**config.mk**
```make
export PLATFORM = sky130hd
export DESIGN_NAME = ma_sched
export DESIGN_NICKNAME = d
export VERILOG_FILES = /design/src/rtl/ma_sched.sv
export SDC_FILE = /design/constraint.sdc
export NUM_CORES = 1
export LEC_CHECK = 0
export CAP_MARGIN = 20
export CORE_MARGIN = 5
export CORE_UTILIZATION = 37
export CTS_CLUSTER_DIAMETER = 100
export CTS_CLUSTER_SIZE = 40
export DETAILED_ROUTE_END_ITERATION = 8
export MAX_ROUTING_LAYER = met4
export PLACE_DENSITY = 0.75
export RECOVER_POWER = 25
export SETUP_SLACK_MARGIN = 0.4
export SYNTH_ARGS = -nofsm -noshare
export SYNTH_HDL_FRONTEND = slang
export SYNTH_SLANG_ARGS = --single-unit
```
**constraint.sdc**
```tcl
create_clock -name clk -period 2.2 [get_ports clk]
set_input_delay 0.44 -clock clk [delete_from_list [all_inputs] [get_ports clk]]
set_output_delay 0.44 -clock clk [all_outputs]
set_load 0.05 [all_outputs]
```
**src/rtl/ma_sched.sv**
```systemverilog
// Round-robin scheduler sharing one moving-average filter between NCH sample channels.
// Define MA_SCHED_STATS_EN to add the saturating flush_cnt output.
module ma_sched #(
  parameter int NCH   = 4,
  parameter int WIDTH = 8,
  parameter int BURST = 8
) (
  input  logic                    clk,
  input  logic                    rst_n,
  input  logic [NCH-1:0]          req_valid,
  input  logic [NCH*WIDTH-1:0]    req_data,
  output logic [NCH-1:0]          req_ready,
  output logic                    flt_flush,
  output logic [WIDTH-1:0]        flt_in_data,
  output logic                    flt_in_valid,
  input  logic [WIDTH-1:0]        flt_out_data,
  input  logic                    flt_out_valid,
  output logic [WIDTH-1:0]        rsp_data,
  output logic                    rsp_valid,
  output logic [$clog2(NCH)-1:0]  rsp_ch,
  output logic                    busy
`ifdef MA_SCHED_STATS_EN
  ,
  output logic [15:0]             flush_cnt
`endif
);

  localparam int CW = $clog2(NCH);

  typedef enum logic [1:0] {IDLE, FLUSH, STREAM} state_e;

  state_e            state_q, state_d;
  logic [CW-1:0]     grant_q, grant_d;
  logic [CW-1:0]     last_ch_q;
  logic              granted_q;
  logic [7:0]        cnt_q;
  logic [WIDTH-1:0]  rsp_data_q;
  logic              rsp_valid_q;
  logic [CW-1:0]     rsp_ch_q;

  logic [CW-1:0]     pick;
  logic              pick_found;
  int                rr_idx;
  logic [NCH-1:0]    grant_oh;
  logic              g_valid;
  logic              others_valid;
  logic              accept;
  logic              enter_stream;

  // Round-robin search starts one past the last streamed channel.
  always_comb begin
    pick       = '0;
    pick_found = 1'b0;
    rr_idx     = 0;
    for (int k = 1; k <= NCH; k++) begin
      rr_idx = int'(last_ch_q) + k;
      if (rr_idx >= NCH) rr_idx = rr_idx - NCH;
      if (!pick_found && req_valid[rr_idx[CW-1:0]]) begin
        pick_found = 1'b1;
        pick       = rr_idx[CW-1:0];
      end
    end
  end

  assign grant_oh     = {{(NCH-1){1'b0}}, 1'b1} << grant_q;
  assign g_valid      = req_valid[grant_q];
  assign others_valid = |(req_valid & ~grant_oh);
  assign accept       = (state_q == STREAM) && g_valid;
  assign grant_d      = (state_q == IDLE && pick_found) ? pick : grant_q;
  assign enter_stream = (state_d == STREAM) && (state_q != STREAM);

  always_ff @(posedge clk or negedge rst_n) begin
    if (!rst_n) state_q <= IDLE;
    else        state_q <= state_d;
  end

  always_comb begin
    state_d = state_q;
    case (state_q)
      IDLE: begin
        if (pick_found)
          state_d = (pick != last_ch_q || !granted_q) ? FLUSH : STREAM;
      end
      FLUSH: state_d = STREAM;
      STREAM: begin
        if (accept && cnt_q == 8'(BURST - 1))
          state_d = IDLE;
        else if (!g_valid && others_valid)
          state_d = IDLE;
      end
      default: state_d = IDLE;
    endcase
  end

  always_comb begin
    req_ready    = '0;
    flt_flush    = 1'b0;
    busy         = 1'b0;
    flt_in_valid = 1'b0;
    flt_in_data  = req_data[grant_q*WIDTH +: WIDTH];
    case (state_q)
      FLUSH: begin
        flt_flush = 1'b1;
        busy      = 1'b1;
      end
      STREAM: begin
        req_ready    = grant_oh;
        flt_in_valid = g_valid;
        busy         = 1'b1;
      end
      default: ;
    endcase
  end

  always_ff @(posedge clk or negedge rst_n) begin
    if (!rst_n) begin
      grant_q   <= '0;
      last_ch_q <= CW'(NCH - 1);
      granted_q <= 1'b0;
      cnt_q     <= '0;
    end else begin
      grant_q <= grant_d;
      if (state_q == IDLE && pick_found) granted_q <= 1'b1;
      if (enter_stream) begin
        last_ch_q <= grant_d;
        cnt_q     <= '0;
      end else if (accept) begin
        cnt_q <= cnt_q + 8'd1;
      end
    end
  end

  // Result registers: data and channel only move with a valid filter result.
  always_ff @(posedge clk or negedge rst_n) begin
    if (!rst_n) begin
      rsp_valid_q <= 1'b0;
      rsp_data_q  <= '0;
      rsp_ch_q    <= '0;
    end else begin
      rsp_valid_q <= flt_out_valid;
      if (flt_out_valid) begin
        rsp_data_q <= flt_out_data;
        rsp_ch_q   <= grant_q;
      end
    end
  end

  assign rsp_valid = rsp_valid_q;
  assign rsp_data  = rsp_data_q;
  assign rsp_ch    = rsp_ch_q;

`ifdef MA_SCHED_STATS_EN
  logic [15:0] flush_cnt_q;

  always_ff @(posedge clk or negedge rst_n) begin
    if (!rst_n)
      flush_cnt_q <= '0;
    else if (state_q == IDLE && state_d == FLUSH && flush_cnt_q != 16'hFFFF)
      flush_cnt_q <= flush_cnt_q + 16'd1;
  end

  assign flush_cnt = flush_cnt_q;
`endif

endmodule

```
==> impl_metrics.tcl <==
set metrics [dict create \
    hpwl_um 3500 \
    yosys_most_used_dff "sky130_fd_sc_hd__dfrtp_1" \
    r2r_slack_ns -0.06 \
    first_pass_grt_wire_length_um 8230 \
    total_instance_count_after_detailed_placement 290 \
    cts_max_level 1 \
    synthToLayoutAreaGrowth_pct 85.6 \
    timing.hold.worst.class "flop to flop" \
    cts_tree "yes" \
    synthCells 144 \
    worstPathArrival_ns 2.48 \
    number_of_global_route_vias_before_repair 1612 \
    post_drt_wl_per_cell_um 16.6 \
    post_route_cells_drive_above_1_share_pct 44.3 \
    cp_top_family "simple AND/OR/NAND/NOR gates" \
    critical_path.max_fanout 6 \
    clock-sinks 26 \
    floorplan.io_pins 73 \
    design.final.nets 306 \
    cts_root_buffer "sky130_fd_sc_hd__clkbuf_8" \
    cap_viol_max_count 0 \
    clkTransAtPathRegs_ns 0.09 \
    drtIter0Drc 54 \
    max_slew_margin_pct 9.15 \
    startpoint_type "input port" \
    drc 0 \
    synth_edf_count 0 \
    finalCoreUtilization_pct 69.6 \
    max-clock-path-buffers 2 \
    final_cell_mix "sky130_fd_sc_hd__clkdlybuf4s50_1, sky130_fd_sc_hd__buf_4, sky130_fd_sc_hd__dfrtp_1" \
    die_width_um 76.0 \
    final.setup_skew_ns 0.00390 \
    min_period_over_period_pct 104 \
    finalCriticalPeriod_ns 2.28 \
    cts-buffers-inserted 3 \
    setup-violations-final 3 \
    worstSetupEndpointType "flop" \
    report.final.slew_viol_count 0 \
    max_vdd_drop_mv 1.10 \
    worstSkewPairLatency_ns 0.27 \
    synth-seq-cells 26 \
    routabilityCongestion 0.872 \
    failed_checks "setup timing" \
    syn-num-nets 196 \
    final_hold_viol_count 0 \
    rsz_0062_raised_after_global_routing "yes" \
    layout_commonest_cell "sky130_fd_sc_hd__clkdlybuf4s50_1" \
    insertedDiodeCount 0 \
    drt_pre_antenna_iters 4 \
    antenna_violating_nets_post_route 0 \
    cp_num_buf_inv 2 \
    outcome "finished with violations" \
    p_leak_nw 1.28 \
    ctsHoldBuffers 0 \
    cpPeakStageDelay_ns 0.60 \
    design_power_total_mw 3.89 \
    worstPathRequired_ns 2.40 \
    final.setup.worst_slack_ns -0.0802 \
    critPathSlowestCell "sky130_fd_sc_hd__or4_4" \
    fin_hold_ws_ns 0.505 \
    worstMarginPinSlew_ns 1.36 \
    detail_routed_via_count_per_cell 5.25 \
    grt-ovfl-total 0 \
    start_util_pct 37.5 \
    syn_area_mm2 0.00161 \
    timing.setup.critical_path_class "input port to flop" \
    die-area_mm2 0.00577 \
    max_freq_mhz 439 \
    grt_antenna_before_repair 0 \
    fp.dieH_um 76.0 \
    port_buffers 72 \
    yosysUniqueCellTypes 35 \
    fp.coreArea_mm2 0.00429 \
    fin_cells 305 \
    synth_sequential_area_ratio_pct 40.6 \
    detailroute.via_count 1602 \
    grt_start_max_net_pins 27 \
    cellPowerDensity_mw_per_mm2 1300 \
    finalWirelength_um 5050 \
    yosys_warning_total 0 \
    crit_path_cell_trace "clkdlybuf4s15_2 -> or4_4 -> buf_4 -> o21ai_0 -> a41oi_2 -> nor4_2 -> and2b_4 -> mux2_4" \
    placement_rows 24 \
    global_route.usage.total_pct 17.9 \
    synth_async_sr_flop_share_pct 100 \
    syn-mean-instance-area_um2 11.2 \
]
## where the power goes
part,switching [mW],leakage [nW],internal [mW]
clock network,0.144,0.0357,0.243
registers,0.113,0.318,0.608
logic,1.44,0.924,1.34
total,1.70,1.28,2.19
## per-stage QoR
stage,setup WS [ns],TNS [ns],instance area (µm²)
after floorplan,-0.230,-0.543,1630
after global placement,-0.573,-5.19,2610
after detailed placement,-0.622,-5.73,2610
after CTS,-0.0434,-0.0837,2920
after global routing,-0.127,-0.660,2990
final,-0.0802,-0.198,2990
## worst paths after layout
path	endpoint	startpoint	depth (start not counted)
hold reg to reg	rsp_data[2]$_DFFE_PN0P_	rsp_data[2]$_DFFE_PN0P_	1
min in group asynchronous	rsp_valid$_DFF_PN0_	rst_n	2
max in group asynchronous	state_q[1]$_DFF_PN0_	rst_n	2
setup reg to reg	last_ch_q[1]$_DFFE_PN1P_	grant_q[0]$_DFF_PN0_	7
hold / removal	rsp_data[2]$_DFFE_PN0P_	rsp_data[2]$_DFFE_PN0P_	1
setup / recovery	last_ch_q[1]$_DFFE_PN1P_	req_valid[3]	8
## cell type report
| cell class | count | area [µm²] |
|---|---|---|
| clock inverters | 1 | 30.0 |
| well taps | 52 | 65.1 |
| multi-input cells | 108 | 1050 |
| repair buffers | 111 | 1140 |
| clock buffers | 3 | 41.3 |
| inverters | 4 | 15.0 |
| fillers | 318 | 1310 |
| flip-flops and latches | 26 | 654 |
## flip-flops by register name, indices dropped and copies added, names as in the netlist
register   flops
cnt_q          8
grant_q        2
granted_q      1
last_ch_q      2
rsp_ch         2
rsp_data       8
rsp_valid      1
state_q        2
## cells by family after synthesis
kind of cell / after synthesis / synth area share, %
and+or+nand+nor: 50 / 16.7
AOI/OAI and AO/OA: 26 / 11.2
DFF: 26 / 40.6
muxes: 22 / 22.1
buffers and inverters: 10 / 2.80
xor gates and xnor gates: 5 / 2.72
adders and majority gates: 5 / 3.89
## Yosys cell counts (2+ instances only)
master,count,area [µm²]
sky130_fd_sc_hd__a21oi_1,6,30.0
sky130_fd_sc_hd__a221o_1,2,20.0
sky130_fd_sc_hd__a311oi_1,2,17.5
sky130_fd_sc_hd__and3_1,5,31.3
sky130_fd_sc_hd__clkbuf_1,5,18.8
sky130_fd_sc_hd__dfrtp_1,24,601
sky130_fd_sc_hd__dfstp_2,2,52.6
sky130_fd_sc_hd__ha_1,5,62.6
sky130_fd_sc_hd__inv_1,4,15.0
sky130_fd_sc_hd__mux2_2,11,124
sky130_fd_sc_hd__mux2_4,2,30.0
sky130_fd_sc_hd__mux4_2,9,203
sky130_fd_sc_hd__nand2_1,13,48.8
sky130_fd_sc_hd__nand2b_1,7,43.8
sky130_fd_sc_hd__nand4_1,3,18.8
sky130_fd_sc_hd__nor2_1,12,45.0
sky130_fd_sc_hd__nor2b_1,2,12.5
sky130_fd_sc_hd__nor3b_1,2,15.0
sky130_fd_sc_hd__o21ai_0,8,40.0
sky130_fd_sc_hd__o31ai_1,2,15.0
sky130_fd_sc_hd__xor2_1,4,35.0
## what timing repair did
item / in CTS / in global routing
setup endpoints to repair: 38 / 26
pin swaps: 11 / 8
gates cloned: 1 / 0
buffers inserted: 8 / 2
gates resized for setup: 68 / 15
## per-layer routing
metal | vias to the layer above | GRT usage [%] | wire length, µm
li1 | 752 | - | -
met1 | 768 | 22.6 | 2110
met2 | 71 | 29.4 | 2550
met3 | 11 | 3.66 | 332
met4 | 0 | 4.09 | 62
met5 | - | - | 0
(Power assumes the default switching activity.)
